--- config.mk ---
export PLATFORM = sky130hd
export DESIGN_NAME = led_pwm_driver
export DESIGN_NICKNAME = d
export VERILOG_FILES = /design/src/rtl/led_pwm_driver.sv
export SDC_FILE = /design/constraint.sdc
export NUM_CORES = 1
export LEC_CHECK = 0
export BUFFER_PORTS_ARGS = -buffer_cell sky130_fd_sc_hd__buf_2
export CAP_MARGIN = 10
export CELL_PAD_IN_SITES_DETAIL_PLACEMENT = 0
export CELL_PAD_IN_SITES_GLOBAL_PLACEMENT = 1
export CORE_AREA = 2 2 86 88
export CTS_CLUSTER_SIZE = 40
export DETAILED_ROUTE_END_ITERATION = 12
export DIE_AREA = 0 0 88 90
export PLACE_DENSITY = 0.77
export RECOVER_POWER = 100
export SLEW_MARGIN = 5
export SYNTH_ARGS = -nofsm -noshare
export SYNTH_HDL_FRONTEND = slang
export SYNTH_SLANG_ARGS = --single-unit
--- constraint.sdc ---
create_clock -name clk -period 1.4 [get_ports clk]
set_input_delay 0.35 -clock clk [delete_from_list [all_inputs] [get_ports clk]]
set_output_delay 0.35 -clock clk [all_outputs]
set_load 0.01 [all_outputs]
--- src/rtl/led_pwm_driver.sv ---
// led_pwm_driver: double-buffered LED pin driver with global PWM brightness control.
// Hardware blinking is built only when LED_PWM_DRIVER_BLINK_EN is defined.
module led_pwm_driver #(
    parameter int PRESCALE = 1000,
    parameter int PWM_BITS = 4
) (
    input  logic        clk,
    input  logic        rst,
    input  logic [15:0] led_in,
    input  logic        cfg_we,
    input  logic [7:0]  cfg_din,
    output logic [15:0] led_out,
    output logic        period_start,
    output logic [7:0]  cfg_rd
);
    localparam int PS_W = (PRESCALE > 1) ? $clog2(PRESCALE) : 1;
    localparam logic [PS_W-1:0] PS_LAST = PS_W'(PRESCALE - 1);

    logic [PS_W-1:0]     prescaler;
    logic [PWM_BITS-1:0] pwm_cnt;
    logic [PWM_BITS-1:0] duty_shadow;
    logic [15:0]         led_shadow;
    logic [7:0]          cfg;
    logic                tick;
    logic                boundary;
    logic                on;
    logic                blink_on;

    assign tick         = (prescaler == PS_LAST);
    assign boundary     = tick && (pwm_cnt == '1);
    assign period_start = boundary;
    assign cfg_rd       = cfg;

    // Max duty is forced on so the last PWM slot never shows a gap.
    assign on = (duty_shadow == '1) || (pwm_cnt < duty_shadow);

    always_ff @(posedge clk) begin
        if (rst) begin
            prescaler <= '0;
            pwm_cnt   <= '0;
        end else begin
            prescaler <= tick ? '0 : prescaler + PS_W'(1);
            if (tick) begin
                pwm_cnt <= pwm_cnt + PWM_BITS'(1);
            end
        end
    end

    always_ff @(posedge clk) begin
        if (rst) begin
            cfg         <= 8'h0F;
            led_shadow  <= '0;
            duty_shadow <= '1;
            led_out     <= '0;
        end else begin
            if (cfg_we) begin
                cfg <= cfg_din;
            end
            // Shadows take the pre-write cfg when a write lands on a boundary.
            if (boundary) begin
                led_shadow  <= led_in;
                duty_shadow <= cfg[PWM_BITS-1:0];
            end
            led_out <= led_shadow & {16{on & blink_on}};
        end
    end

`ifdef LED_PWM_DRIVER_BLINK_EN
    logic [7:0] blink_cnt;
    logic       blink_phase;
    logic       blink_wrap;
    logic       next_phase;
    logic [3:0] rate;

    assign rate       = cfg[7:4];
    assign blink_wrap = (rate != 4'd0) && (blink_cnt == {rate - 4'd1, 4'hF});
    assign next_phase = blink_wrap ? ~blink_phase : blink_phase;

    // blink_on is only updated at boundaries so a phase flip never cuts a period.
    always_ff @(posedge clk) begin
        if (rst) begin
            blink_cnt   <= '0;
            blink_phase <= 1'b1;
            blink_on    <= 1'b1;
        end else begin
            if (cfg_we) begin
                blink_cnt   <= '0;
                blink_phase <= 1'b1;
            end else if (boundary) begin
                blink_cnt   <= blink_wrap ? '0 : blink_cnt + 8'd1;
                blink_phase <= next_phase;
            end
            if (boundary) begin
                blink_on <= cfg_we | (rate == 4'd0) | next_phase;
            end
        end
    end
`else
    assign blink_on = 1'b1;
`endif

endmodule

==> results of run 1 <==
[sequential cells by signal, summed over array words and instances (netlist names)]
| signal | count |
|---|---|
| pwm_cnt | 4 |
| duty_shadow | 4 |
| prescaler | 10 |
| cfg_rd | 8 |
| led_shadow | 16 |
| led_out | 16 |
[power by group through the flow]
stage          sequential [uW]  combinational (uW)  clock (uW)
2_1_floorplan             1730                75.9           0
3_3_place_gp              1720                 175           0
3_5_place_dp              1720                 179           0
4_1_cts                   1680                 181        1670
5_1_grt                   1680                 204        1750
6_report                  1680                 185        1650
[tightest hold or removal path, cell delays in order]
cell	delay [ns]
sky130_fd_sc_hd__buf_2	0.07
sky130_fd_sc_hd__mux2i_1	0.06
sky130_fd_sc_hd__nand2_1	0.06
[routing by layer]
metal | vias up | GRT usage | share of wire
li1 | 1131 | - | -
met1 | 1098 | 0.2244 | 0.44
met2 | 54 | 0.2405 | 0.49
met3 | 14 | 0.03673 | 0.045
met4 | 0 | 0.1154 | 0.027
met5 | - | 0 | 0
[per-stage QoR]
| stage | area, um^2 | TNS [ns] | total power, uW |
|---|---|---|---|
| 6_report | 3671 | -4.038 | 3518 |
| 5_1_grt | 3671 | -6.048 | 3635 |
| 4_1_cts | 3422 | -1.856 | 3534 |
| 3_5_place_dp | 3105 | -6.454 | 1900 |
| 3_3_place_gp | 3105 | -4.300 | 1895 |
| 2_1_floorplan | 2511 | -0.05617 | 1803 |
[path summary, 6_finish.rpt]
check | end | slack [ns] | cells after the start
setup reg to reg | led_shadow[15] | -0.21 | 8
hold / removal | cfg_rd[1] | 0.23 | 3
hold reg to reg | prescaler[9] | 0.49 | 2
setup / recovery | period_start | -0.28 | 5
[synth_stat cells]
cell	instances	area share
sky130_fd_sc_hd__dfxtp_1	58	0.47
sky130_fd_sc_hd__nor2_1	28	0.042
sky130_fd_sc_hd__mux2i_1	25	0.10
sky130_fd_sc_hd__inv_1	21	0.032
sky130_fd_sc_hd__a31oi_1	20	0.050
sky130_fd_sc_hd__nor4_1	16	0.040
sky130_fd_sc_hd__o41ai_1	16	0.056
sky130_fd_sc_hd__clkbuf_1	14	0.021
sky130_fd_sc_hd__nor3_1	10	0.020
sky130_fd_sc_hd__nand2_1	8	0.012
sky130_fd_sc_hd__xor2_1	6	0.021
sky130_fd_sc_hd__a21oi_1	5	0.010
sky130_fd_sc_hd__ha_1	5	0.025
sky130_fd_sc_hd__and3_1	4	0.010
sky130_fd_sc_hd__buf_2	3	0.0060
sky130_fd_sc_hd__nand3_1	3	0.0060
sky130_fd_sc_hd__nand4_1	3	0.0075
sky130_fd_sc_hd__o21ai_0	3	0.0060
sky130_fd_sc_hd__buf_1	2	0.0030
sky130_fd_sc_hd__buf_4	2	0.0060
sky130_fd_sc_hd__buf_6	2	0.0090
sky130_fd_sc_hd__xnor2_1	2	0.0070
sky130_fd_sc_hd__a22oi_1	1	0.0030
sky130_fd_sc_hd__a41oi_1	1	0.0035
sky130_fd_sc_hd__and2_1	1	0.0025
sky130_fd_sc_hd__and4_1	1	0.0035
sky130_fd_sc_hd__and4_2	1	0.0040
sky130_fd_sc_hd__and4bb_1	1	0.0050
sky130_fd_sc_hd__inv_2	1	0.0015
sky130_fd_sc_hd__nand4_4	1	0.0085
sky130_fd_sc_hd__nor3b_1	1	0.0030
sky130_fd_sc_hd__nor4_2	1	0.0050
sky130_fd_sc_hd__or3_1	1	0.0025
[placed cells by master (no fill, tap or decap), types with 2 or more instances in the layout]
| cell | instances |
|---|---|
| sky130_fd_sc_hd__nor3_1 | 3 |
| sky130_fd_sc_hd__buf_12 | 5 |
| sky130_fd_sc_hd__nor3_2 | 5 |
| sky130_fd_sc_hd__nor3_4 | 2 |
| sky130_fd_sc_hd__xor2_1 | 6 |
| sky130_fd_sc_hd__nor2_1 | 28 |
| sky130_fd_sc_hd__nor4_2 | 3 |
| sky130_fd_sc_hd__ha_1 | 2 |
| sky130_fd_sc_hd__clkbuf_1 | 24 |
| sky130_fd_sc_hd__buf_4 | 32 |
| sky130_fd_sc_hd__buf_2 | 27 |
| sky130_fd_sc_hd__dfxtp_2 | 2 |
| sky130_fd_sc_hd__nand2_1 | 8 |
| sky130_fd_sc_hd__buf_6 | 4 |
| sky130_fd_sc_hd__nor4_1 | 12 |
| sky130_fd_sc_hd__and3_1 | 2 |
| sky130_fd_sc_hd__mux2i_1 | 25 |
| sky130_fd_sc_hd__inv_1 | 20 |
| sky130_fd_sc_hd__dfxtp_1 | 54 |
| sky130_fd_sc_hd__xnor2_1 | 2 |
| sky130_fd_sc_hd__a21oi_1 | 4 |
| sky130_fd_sc_hd__nand4_1 | 3 |
| sky130_fd_sc_hd__o21ai_0 | 2 |
| sky130_fd_sc_hd__a31oi_1 | 18 |
| sky130_fd_sc_hd__ha_4 | 2 |
| sky130_fd_sc_hd__a31oi_2 | 2 |
| sky130_fd_sc_hd__clkbuf_8 | 12 |
| sky130_fd_sc_hd__nor4_4 | 2 |
| sky130_fd_sc_hd__o41ai_4 | 5 |
| sky130_fd_sc_hd__clkinv_2 | 2 |
| sky130_fd_sc_hd__o41ai_2 | 10 |
| sky130_fd_sc_hd__nand3_1 | 3 |
| sky130_fd_sc_hd__dfxtp_4 | 2 |
[kinds of logic (layout without fill, tap and decap cells)]
kind of cell | after synthesis | after routing
AO/OA/AOI/OAI | 46 | 46
XOR/XNOR | 8 | 8
multiplexers | 25 | 25
flip-flops | 58 | 58
buffers and inverters | 45 | 131
adder cells (fa/ha/maj) | 5 | 5
AND/OR/NAND/NOR | 80 | 80
[final cells by class]
cell class	instances	area, um^2	area share
inverter	22	85.08	0.02318
clock buffer	12	165.2	0.04499
timing repair buffer	93	615.6	0.1677
sequential	58	1171	0.3190
clock inverter	4	48.80	0.01329
multi-input combinational	164	1461	0.3981
tap	99	123.9	0.03374
[what timing repair did]
item,in CTS,in global routing
resized for setup,12,43
setup buffers,4,1
pin swaps,2,1
cloned,0,0
setup endpoints to repair,38,44
==> impl_metrics.prom, run 1 <==
# TYPE chip_impl_metric gauge
chip_impl_metric{name="cts_num_sinks",unit=""} 58
chip_impl_metric{name="detail_route.drc_violations",unit=""} 0
chip_impl_info{name="violated_checks",value="setup timing"} 1
chip_impl_metric{name="synth-simple-area-share",unit=""} 0.1724
chip_impl_metric{name="routedWlPerCell",unit="um"} 14.73
chip_impl_metric{name="fin_crit",unit="ns"} 1.678
chip_impl_metric{name="critPathMaxFanout",unit=""} 2
chip_impl_metric{name="synth_fa_ha_area_frac",unit=""} 0.02513
chip_impl_metric{name="place.detailed.hpwl",unit="mm"} 4.089
chip_impl_info{name="critical_path.top_delay_family",value="flip-flops"} 1
chip_impl_metric{name="insertedDiodeCount",unit=""} 0
chip_impl_info{name="run_status",value="finished, violations left"} 1
chip_impl_metric{name="worst_ir_drop_on_vdd",unit="V"} 0.0005059
chip_impl_metric{name="max_freq",unit="MHz"} 596.0
chip_impl_metric{name="core-area",unit="um^2"} 7020
chip_impl_info{name="tritoncts",value="yes"} 1
chip_impl_metric{name="tightest_slew",unit="ns"} 0.6179
chip_impl_info{name="worstPathCellList",value="ha_4 -> and3_4 -> nand4_4 -> inv_4 -> buf_6"} 1
chip_impl_info{name="synth_top_family_by_area",value="simple AND/OR/NAND/NOR gates"} 1
chip_impl_metric{name="critPathMaxStageDelay",unit="ns"} 0.37
chip_impl_metric{name="port_buffers",unit=""} 51
chip_impl_metric{name="global_placement_routability_congestion",unit=""} 0.8587
chip_impl_metric{name="grt_use_total",unit=""} 0.1691
chip_impl_metric{name="finalNetCount",unit=""} 380
chip_impl_metric{name="part_of_the_power_in_registers",unit=""} 0.478
chip_impl_metric{name="cts.htree.levels",unit=""} 3
chip_impl_metric{name="synth.mux.area_fraction",unit=""} 0.1005
chip_impl_metric{name="setup_slack_after_placement",unit="ns"} -0.3044
chip_impl_info{name="worstReg2RegStart",value="pwm_cnt[0]"} 1
chip_impl_metric{name="number_of_antenna_violations_at_the_first_check_in_global_routing",unit=""} 0
chip_impl_metric{name="synthXorXnorAreaFrac",unit=""} 0.02814
chip_impl_metric{name="timing.clock.skew",unit="ns"} 0.01219
chip_impl_metric{name="power_leakage",unit="uW"} 0.001613
chip_impl_metric{name="route.vias.total",unit=""} 2297
chip_impl_metric{name="width_of_the_chip",unit="um"} 88
chip_impl_metric{name="comb_power_share",unit=""} 0.053
chip_impl_metric{name="drive_above_1_share",unit=""} 0.3683
chip_impl_metric{name="globalRouteOverflowTotal",unit=""} 0
chip_impl_metric{name="power_report.internal_total",unit="uW"} 2711
chip_impl_metric{name="postCtsHoldBufs",unit=""} 0
chip_impl_metric{name="synth_seq_area_share",unit=""} 0.4663
chip_impl_metric{name="power.switching",unit="uW"} 807.3
chip_impl_info{name="hold_path.startpoint",value="cfg_din[1]"} 1
chip_impl_metric{name="cells_after_synth",unit=""} 267
chip_impl_metric{name="drt_pass1_iterations",unit=""} 4
chip_impl_metric{name="num_rows",unit=""} 31
chip_impl_info{name="worstHoldPathType",value="input port to flip-flop"} 1
chip_impl_metric{name="ys_warn_count",unit=""} 0
chip_impl_metric{name="pwr_density_cell",unit="nW/um^2"} 958.3
chip_impl_metric{name="floorplan.die_area",unit="um^2"} 7920
chip_impl_metric{name="drt_first_iter_violations",unit=""} 140
chip_impl_info{name="cts_root_buffer",value="sky130_fd_sc_hd__clkbuf_8"} 1
chip_impl_metric{name="slew_headroom",unit=""} 0.5881
chip_impl_metric{name="share_of_power_burned_in_the_clock_network",unit=""} 0.469
chip_impl_metric{name="floorplan.die.height",unit="um"} 90
chip_impl_metric{name="finalWorstSetupSlack",unit="ns"} -0.2778
chip_impl_info{name="crit_type",value="flip-flop to primary output"} 1
chip_impl_metric{name="critPathArrivalTime",unit="ns"} 1.33
chip_impl_metric{name="post-route-util",unit=""} 0.5229
chip_impl_metric{name="worstPathRequired",unit="ns"} 1.05
chip_impl_metric{name="insertion_delay",unit="ns"} 0.34
chip_impl_metric{name="drt_via_density",unit=""} 5.082
chip_impl_info{name="grt_setup_unrepaired",value="yes"} 1
chip_impl_info{name="worst_setup_path_end_kind",value="primary output"} 1
chip_impl_metric{name="nFillCells",unit=""} 650
chip_impl_metric{name="switching_power_share_of_the_total",unit=""} 0.2295
chip_impl_info{name="cp_startpoint_kind",value="flip-flop"} 1
chip_impl_metric{name="wirelength",unit="mm"} 6.656
chip_impl_metric{name="yosys_reg_bits",unit=""} 58
chip_impl_metric{name="timing.final.hold_violations",unit=""} 0
chip_impl_metric{name="timing_max_transition_violations_final",unit=""} 0
chip_impl_metric{name="maxCapViolCount",unit=""} 0
chip_impl_metric{name="clockBufferDepth",unit=""} 2
chip_impl_metric{name="compound_cell_area_share_of_the_yosys_netlist",unit=""} 0.1291
chip_impl_metric{name="final_min_period_over_clock_period",unit=""} 1.198
chip_impl_metric{name="floorplan.initialDensity",unit=""} 0.3547
chip_impl_metric{name="synth.cell_area",unit="um^2"} 2490
chip_impl_metric{name="io_pins",unit=""} 52
chip_impl_metric{name="synth_area_per_cell",unit="um^2"} 9.325
chip_impl_metric{name="finalNonFillerCells",unit=""} 452
chip_impl_metric{name="area_growth",unit="%"} 47.44
chip_impl_metric{name="first_global_vias",unit=""} 2185
chip_impl_metric{name="ant_nets",unit=""} 0
chip_impl_metric{name="synth.distinct_cells",unit=""} 33
chip_impl_info{name="crit_path_start",value="pwm_cnt[0]"} 1
chip_impl_metric{name="setup_viol",unit=""} 37
chip_impl_metric{name="postSynthNetCount",unit=""} 299
chip_impl_metric{name="place.detailed.instances",unit=""} 431
chip_impl_metric{name="path_clk_slew",unit="ns"} 0.06
chip_impl_metric{name="critical_path.n_buffers_inverters",unit=""} 2
chip_impl_metric{name="final.hold.worst_slack",unit="ns"} 0.2314
chip_impl_info{name="timing.critical_path.slowest_stage_cell",value="sky130_fd_sc_hd__dfxtp_4"} 1
chip_impl_metric{name="grt_first_pass_wirelength",unit="mm"} 10.25
chip_impl_metric{name="cts_made_buffers",unit=""} 9
chip_impl_metric{name="pin_count_of_the_biggest_net_entering_global_routing",unit=""} 33
(Power assumes the default switching activity.)
==> run 2, diff against run 1 <==
Settings changed: BUFFER_PORTS_ARGS -buffer_cell sky130_fd_sc_hd__buf_2 to not set, CORE_AREA 2 2 86 88 to 2 2 80 82, DIE_AREA 0 0 88 90 to 0 0 82 84, DONT_BUFFER_PORTS set to 1.
==> run 2 against run 1 <==
Effect of this change:
- core utilization up 2.7 points
- first-iteration DRC count down 37%
- the run still ends with setup timing left
- non-clock buffer count down 57
- largest cell class unchanged
- flip-flop and latch count unchanged
- global-route usage down 0.14 points
- sequential share of layout area up 2.9 points
==> impl_metrics.prom, run 2 (synthesis results as in run 1) <==
# TYPE chip_impl_metric gauge
chip_impl_metric{name="floorplan.die_area",unit="um^2"} 6888
chip_impl_metric{name="timing.clock.skew",unit="ns"} 0.008337
chip_impl_metric{name="slew_headroom",unit=""} 0.7996
chip_impl_info{name="cp_startpoint_kind",value="flip-flop"} 1
chip_impl_metric{name="width_of_the_chip",unit="um"} 82
chip_impl_info{name="grt_setup_unrepaired",value="yes"} 1
chip_impl_metric{name="cts_made_buffers",unit=""} 9
chip_impl_metric{name="core-area",unit="um^2"} 6096
chip_impl_metric{name="ant_nets",unit=""} 0
chip_impl_metric{name="critPathMaxFanout",unit=""} 2
chip_impl_metric{name="route.vias.total",unit=""} 2061
chip_impl_info{name="tritoncts",value="yes"} 1
chip_impl_metric{name="setup_slack_after_placement",unit="ns"} -0.2260
chip_impl_metric{name="pwr_density_cell",unit="nW/um^2"} 1061
chip_impl_metric{name="place.detailed.hpwl",unit="mm"} 3.448
chip_impl_metric{name="grt_use_total",unit=""} 0.1677
chip_impl_metric{name="first_global_vias",unit=""} 1896
chip_impl_metric{name="drt_first_iter_violations",unit=""} 88
chip_impl_metric{name="finalWorstSetupSlack",unit="ns"} -0.2607
chip_impl_metric{name="maxCapViolCount",unit=""} 0
chip_impl_metric{name="cts.htree.levels",unit=""} 3
chip_impl_metric{name="max_freq",unit="MHz"} 602.2
chip_impl_metric{name="register_to_register_path_depth",unit=""} 7
chip_impl_metric{name="worst_ir_drop_on_vdd",unit="V"} 0.001063
chip_impl_metric{name="final_min_period_over_clock_period",unit=""} 1.186
chip_impl_metric{name="clockBufferDepth",unit=""} 2
chip_impl_metric{name="post-route-util",unit=""} 0.5503
chip_impl_metric{name="num_rows",unit=""} 29
chip_impl_info{name="reg_top3",value="led_out (16), led_shadow (16), prescaler (10)"} 1
chip_impl_metric{name="insertedDiodeCount",unit=""} 0
chip_impl_metric{name="finalNetCount",unit=""} 323
chip_impl_metric{name="global_placement_routability_congestion",unit=""} 0.7790
chip_impl_metric{name="insertion_delay",unit="ns"} 0.34
chip_impl_metric{name="port_buffers",unit=""} 0
chip_impl_metric{name="setup_viol",unit=""} 20
chip_impl_metric{name="wirelength",unit="mm"} 5.683
chip_impl_metric{name="floorplan.initialDensity",unit=""} 0.4085
chip_impl_info{name="violated_checks",value="setup timing"} 1
chip_impl_info{name="worst_r2r_endpoint",value="led_shadow[13]"} 1
chip_impl_metric{name="drive_above_1_share",unit=""} 0.3412
chip_impl_metric{name="rrSetupSlack",unit="ns"} -0.17
chip_impl_info{name="worstReg2RegStart",value="prescaler[3]"} 1
chip_impl_metric{name="grt_first_pass_wirelength",unit="mm"} 8.721
chip_impl_metric{name="pin_count_of_the_biggest_net_entering_global_routing",unit=""} 72
chip_impl_metric{name="power_leakage",unit="uW"} 0.001417
chip_impl_info{name="cts_root_buffer",value="sky130_fd_sc_hd__clkbuf_8"} 1
chip_impl_metric{name="routedWlPerCell",unit="um"} 15.24
chip_impl_info{name="crit_path_start",value="prescaler[3]"} 1
chip_impl_metric{name="drt_pass1_iterations",unit=""} 6
chip_impl_info{name="worstHoldPathType",value="input port to flip-flop"} 1
chip_impl_metric{name="drt_via_density",unit=""} 5.525
chip_impl_metric{name="timing.final.hold_violations",unit=""} 0
chip_impl_metric{name="floorplan.die.height",unit="um"} 84
chip_impl_metric{name="path_clk_slew",unit="ns"} 0.06
chip_impl_metric{name="globalRouteOverflowTotal",unit=""} 0
chip_impl_metric{name="detail_route.drc_violations",unit=""} 0
chip_impl_info{name="final_cell_mix",value="55 x sky130_fd_sc_hd__dfxtp_1, 29 x sky130_fd_sc_hd__buf_4, 26 x sky130_fd_sc_hd__nor2_1"} 1
chip_impl_metric{name="fin_crit",unit="ns"} 1.661
chip_impl_info{name="crit_type",value="flip-flop to primary output"} 1
chip_impl_metric{name="tightest_slew",unit="ns"} 0.2967
chip_impl_metric{name="area_growth",unit="%"} 34.72
chip_impl_info{name="mostFrequentLayoutCell",value="sky130_fd_sc_hd__dfxtp_1"} 1
chip_impl_metric{name="cts_num_sinks",unit=""} 58
chip_impl_metric{name="timing_max_transition_violations_final",unit=""} 0
chip_impl_info{name="run_status",value="finished, violations left"} 1
chip_impl_metric{name="final.setup.tns",unit="ns"} -1.995
chip_impl_metric{name="critPathArrivalTime",unit="ns"} 1.31
chip_impl_metric{name="number_of_antenna_violations_at_the_first_check_in_global_routing",unit=""} 0
chip_impl_info{name="worst_setup_path_end_kind",value="primary output"} 1
chip_impl_metric{name="postCtsHoldBufs",unit=""} 0
chip_impl_metric{name="io_pins",unit=""} 52
chip_impl_metric{name="worstPathRequired",unit="ns"} 1.05
chip_impl_info{name="critPathCapture",value="period_start"} 1
==> run 2: per-layer routing <==
| layer | share of wire | track usage | vias to the layer above |
|---|---|---|---|
| li1 | - | - | 1020 |
| met1 | 0.41 | 0.1999 | 963 |
| met2 | 0.50 | 0.2587 | 69 |
| met3 | 0.074 | 0.06926 | 9 |
| met4 | 0.014 | 0.07727 | 0 |
| met5 | 0 | 0 | - |
==> run 2: worst min path at each step <==
stage	from	to	slack (ns)	cells after the start
after floorplan	prescaler[0]	prescaler[0]	0.44	1
after global placement	rst	prescaler[8]	0.43	1
after detailed placement	rst	led_shadow[12]	0.43	1
after CTS	rst	led_shadow[12]	0.06	1
after global routing	rst	led_shadow[12]	0.06	1
final	rst	led_shadow[2]	0.08	1
==> run 2: report_power, final <==
group,leakage (uW),switching [uW],internal [uW]
registers,0.000471,24.5,1670
logic,0.000827,32.5,37.8
clock network,0.000119,651,1140
==> run 2: final cells by class <==
cell class              instances  area, um^2
clock buffers                  12       165.2
clock inverters                 4       72.57
fillers                       511        2741
inverters                      22       87.58
multi-input cells             164        1434
flip-flops and latches         58        1167
well taps                      77       96.34
repair buffers                 36       331.6
==> run 2: worst max-delay path: stages (launching register included) <==
cell and delay [ns]:
sky130_fd_sc_hd__dfxtp_2 0.32, sky130_fd_sc_hd__and4bb_2 0.33, sky130_fd_sc_hd__nand4_4 0.13, sky130_fd_sc_hd__buf_12 0.15
sky130_fd_sc_hd__clkinv_4 0.04
==> run 2: what timing repair did <==
item	CTS	global route
gates resized for setup	11	52
setup buffers	3	3
endpoints found under the setup margin	18	44
pin swaps	4	13
==> run 2: through the flow <==
step | total power [uW] | hold WS [ns] | instance area (um^2) | cells
2_1_floorplan | 1803 | 0.4425 | 2511 | 267
3_3_place_gp | 1795 | 0.4261 | 2736 | 351
3_5_place_dp | 1797 | 0.4299 | 2736 | 351
4_1_cts | 3600 | 0.05567 | 3045 | 370
5_1_grt | 3677 | 0.05907 | 3354 | 373
6_report | 3560 | 0.07687 | 3354 | 373
==> run 3, diff against run 2 <==
Settings changed: SETUP_SLACK_MARGIN set to 0.4.
==> run 3 against run 2 <==
Effect of this change:
- the run still ends with setup timing left
- clock power shrank 3%
- clock skew up 0.0017 ns
- combinational power is 17% higher
- critical endpoint unchanged
- highest routed layer unchanged
==> impl_metrics.prom, run 3 (synthesis results as in run 1) <==
# TYPE chip_impl_metric gauge
chip_impl_info{name="grt_setup_unrepaired",value="yes"} 1
chip_impl_metric{name="core-area",unit="um^2"} 6096
chip_impl_info{name="violated_checks",value="setup timing"} 1
chip_impl_metric{name="routedWlPerCell",unit="um"} 15.70
chip_impl_info{name="worst_r2r_endpoint",value="led_shadow[3]"} 1
chip_impl_metric{name="maxCapViolCount",unit=""} 0
chip_impl_metric{name="ant_nets",unit=""} 0
chip_impl_metric{name="timing.clock.skew",unit="ns"} 0.009992
chip_impl_metric{name="pin_count_of_the_biggest_net_entering_global_routing",unit=""} 72
chip_impl_metric{name="setup_viol",unit=""} 21
chip_impl_metric{name="clockBufferDepth",unit=""} 2
chip_impl_metric{name="grt.met3_usage",unit=""} 0.06061
chip_impl_metric{name="finalWorstSetupSlack",unit="ns"} -0.2101
chip_impl_info{name="min_to",value="led_shadow[15]"} 1
chip_impl_metric{name="final_min_period_over_clock_period",unit=""} 1.150
chip_impl_metric{name="number_of_antenna_violations_at_the_first_check_in_global_routing",unit=""} 0
chip_impl_info{name="worstReg2RegStart",value="pwm_cnt[1]"} 1
chip_impl_metric{name="fin_crit",unit="ns"} 1.610
chip_impl_metric{name="power_leakage",unit="uW"} 0.001383
chip_impl_metric{name="finalPower",unit="uW"} 3531
chip_impl_metric{name="first_global_vias",unit=""} 1928
chip_impl_metric{name="postLayoutCellArea",unit="um^2"} 3319
chip_impl_metric{name="share_of_power_burned_in_the_clock_network",unit=""} 0.496
chip_impl_metric{name="whs_path_depth",unit=""} 1
chip_impl_metric{name="globalRouteOverflowTotal",unit=""} 0
chip_impl_metric{name="rrSetupSlack",unit="ns"} -0.18
chip_impl_metric{name="final.hold.worst_slack",unit="ns"} 0.07166
chip_impl_metric{name="register_to_register_path_depth",unit=""} 9
chip_impl_metric{name="slew_headroom",unit=""} 0.6978
chip_impl_metric{name="drt_pass1_iterations",unit=""} 4
chip_impl_metric{name="detailed_place.area",unit="um^2"} 2851
chip_impl_metric{name="use_met1",unit=""} 0.2358
chip_impl_metric{name="switching_power_share_of_the_total",unit=""} 0.2018
chip_impl_metric{name="area_growth",unit="%"} 33.32
chip_impl_metric{name="floorplan.initialDensity",unit=""} 0.4085
chip_impl_info{name="cts_root_buffer",value="sky130_fd_sc_hd__clkbuf_8"} 1
chip_impl_metric{name="grt_first_pass_wirelength",unit="mm"} 9.370
chip_impl_metric{name="route.vias.total",unit=""} 2034
chip_impl_metric{name="finalNetCount",unit=""} 319
chip_impl_metric{name="post-route-util",unit=""} 0.5445
chip_impl_metric{name="pwr_density_cell",unit="nW/um^2"} 1064
chip_impl_info{name="run_status",value="finished, violations left"} 1
chip_impl_metric{name="globalRouteMet2Util",unit=""} 0.2587
chip_impl_metric{name="global_placement_routability_congestion",unit=""} 0.8172
chip_impl_metric{name="path_clk_slew",unit="ns"} 0.07
chip_impl_info{name="tritoncts",value="yes"} 1
chip_impl_info{name="hold_path.startpoint",value="rst"} 1
chip_impl_metric{name="critPathMaxFanout",unit=""} 2
chip_impl_metric{name="wirelength",unit="mm"} 5.795
chip_impl_metric{name="floorplan.die.height",unit="um"} 84
chip_impl_info{name="crit_type",value="flip-flop to primary output"} 1
chip_impl_metric{name="worstPathRequired",unit="ns"} 1.05
chip_impl_metric{name="max_freq",unit="MHz"} 621.1
chip_impl_metric{name="cts_num_sinks",unit=""} 58
chip_impl_metric{name="postCtsHoldBufs",unit=""} 0
chip_impl_metric{name="tightest_slew",unit="ns"} 0.4533
chip_impl_metric{name="place.detailed.hpwl",unit="mm"} 3.409
chip_impl_metric{name="critPathArrivalTime",unit="ns"} 1.26
chip_impl_info{name="worstHoldPathType",value="input port to flip-flop"} 1
chip_impl_metric{name="drt_first_iter_violations",unit=""} 82
chip_impl_metric{name="insertion_delay",unit="ns"} 0.34
chip_impl_metric{name="timing.final.hold_violations",unit=""} 0
chip_impl_metric{name="grt_use_total",unit=""} 0.1789
chip_impl_metric{name="insertedDiodeCount",unit=""} 0
chip_impl_metric{name="drive_above_1_share",unit=""} 0.3596
chip_impl_metric{name="drt_via_density",unit=""} 5.512
chip_impl_metric{name="port_buffers",unit=""} 0
chip_impl_metric{name="width_of_the_chip",unit="um"} 82
chip_impl_info{name="reg_top3",value="led_out (16), led_shadow (16), prescaler (10)"} 1
chip_impl_metric{name="power_report.internal_total",unit="uW"} 2818
chip_impl_metric{name="cts.htree.levels",unit=""} 3
chip_impl_metric{name="part_of_the_power_in_registers",unit=""} 0.481
chip_impl_metric{name="worst_ir_drop_on_vdd",unit="V"} 0.0006152
chip_impl_metric{name="cts_made_buffers",unit=""} 9
chip_impl_info{name="cp_startpoint_kind",value="flip-flop"} 1
chip_impl_metric{name="floorplan.die_area",unit="um^2"} 6888
chip_impl_metric{name="comb_power_share",unit=""} 0.023
chip_impl_info{name="mostFrequentLayoutCell",value="sky130_fd_sc_hd__dfxtp_1"} 1
chip_impl_metric{name="num_rows",unit=""} 29
chip_impl_info{name="final_cell_mix",value="49 x sky130_fd_sc_hd__dfxtp_1, 27 x sky130_fd_sc_hd__nor2_1, 25 x sky130_fd_sc_hd__mux2i_1"} 1
chip_impl_info{name="grt_busiest_layer",value="met2"} 1
chip_impl_metric{name="io_pins",unit=""} 52
chip_impl_metric{name="detail_route.drc_violations",unit=""} 0
chip_impl_metric{name="timing_max_transition_violations_final",unit=""} 0
chip_impl_info{name="worst_setup_path_end_kind",value="primary output"} 1
chip_impl_metric{name="power.switching",unit="uW"} 712.6
-- run 3: metal layers --
| metal | routed length, um | up-vias |
|---|---|---|
| li1 | - | 1010 |
| met5 | 0 | - |
| met4 | 108 | 0 |
| met1 | 2667 | 975 |
| met3 | 295 | 9 |
| met2 | 2723 | 40 |
-- run 3: worst max-delay path, cell delays in order, from the launching register on --
cell and delay (ns):
sky130_fd_sc_hd__dfxtp_2 0.33, sky130_fd_sc_hd__buf_6 0.10, sky130_fd_sc_hd__ha_4 0.12, sky130_fd_sc_hd__and3_4 0.19
sky130_fd_sc_hd__nand4_4 0.10, sky130_fd_sc_hd__inv_4 0.08
-- run 3: how the worst max path moves through the flow --
stage                         from            to  depth (start not counted)  slack, ns
CTS                     pwm_cnt[1]  period_start                          5      -0.23
finish                  pwm_cnt[1]  period_start                          5      -0.21
floorplan             prescaler[3]  period_start                          5      -0.05
detailed placement  duty_shadow[1]    led_out[1]                          5      -0.27
global placement    duty_shadow[1]    led_out[1]                          5      -0.19
global route            pwm_cnt[1]  period_start                          5      -0.26
-- run 3: through the flow --
step	setup TNS (ns)	setup WS, ns	instances
6_report	-3.353	-0.2101	369
2_1_floorplan	-0.05392	-0.05392	267
3_5_place_dp	-5.347	-0.2680	344
3_3_place_gp	-4.122	-0.1875	344
4_1_cts	-2.206	-0.2342	363
5_1_grt	-6.003	-0.2613	369
-- run 3: cell type report --
| type | instances | area (um^2) |
|---|---|---|
| Clock buffer | 12 | 155.1 |
| Clock inverter | 4 | 73.82 |
| Fill cell | 553 | 2776 |
| Inverter | 22 | 87.58 |
| Multi-Input combinational cell | 164 | 1415 |
| Sequential cell | 58 | 1177 |
| Tap cell | 77 | 96.34 |
| Timing Repair Buffer | 32 | 314.1 |
-- run 3: power groups by stage --
stage	sequential [uW]	clock, uW	combinational (uW)
after CTS	1700	1790	69.4
after detailed placement	1730	0	69.2
after floorplan	1730	0	90.8
after global routing	1700	1860	91.8
after global placement	1730	0	65.3
final	1700	1750	81.9
-- run 3: repair_timing --
| item | in CTS | in global routing |
|---|---|---|
| hold endpoints to repair | 0 | 0 |
| endpoints found under the setup margin | 74 | 74 |
| setup buffers | 3 | 6 |
| resized for setup | 39 | 31 |
| pin swaps | 2 | 7 |
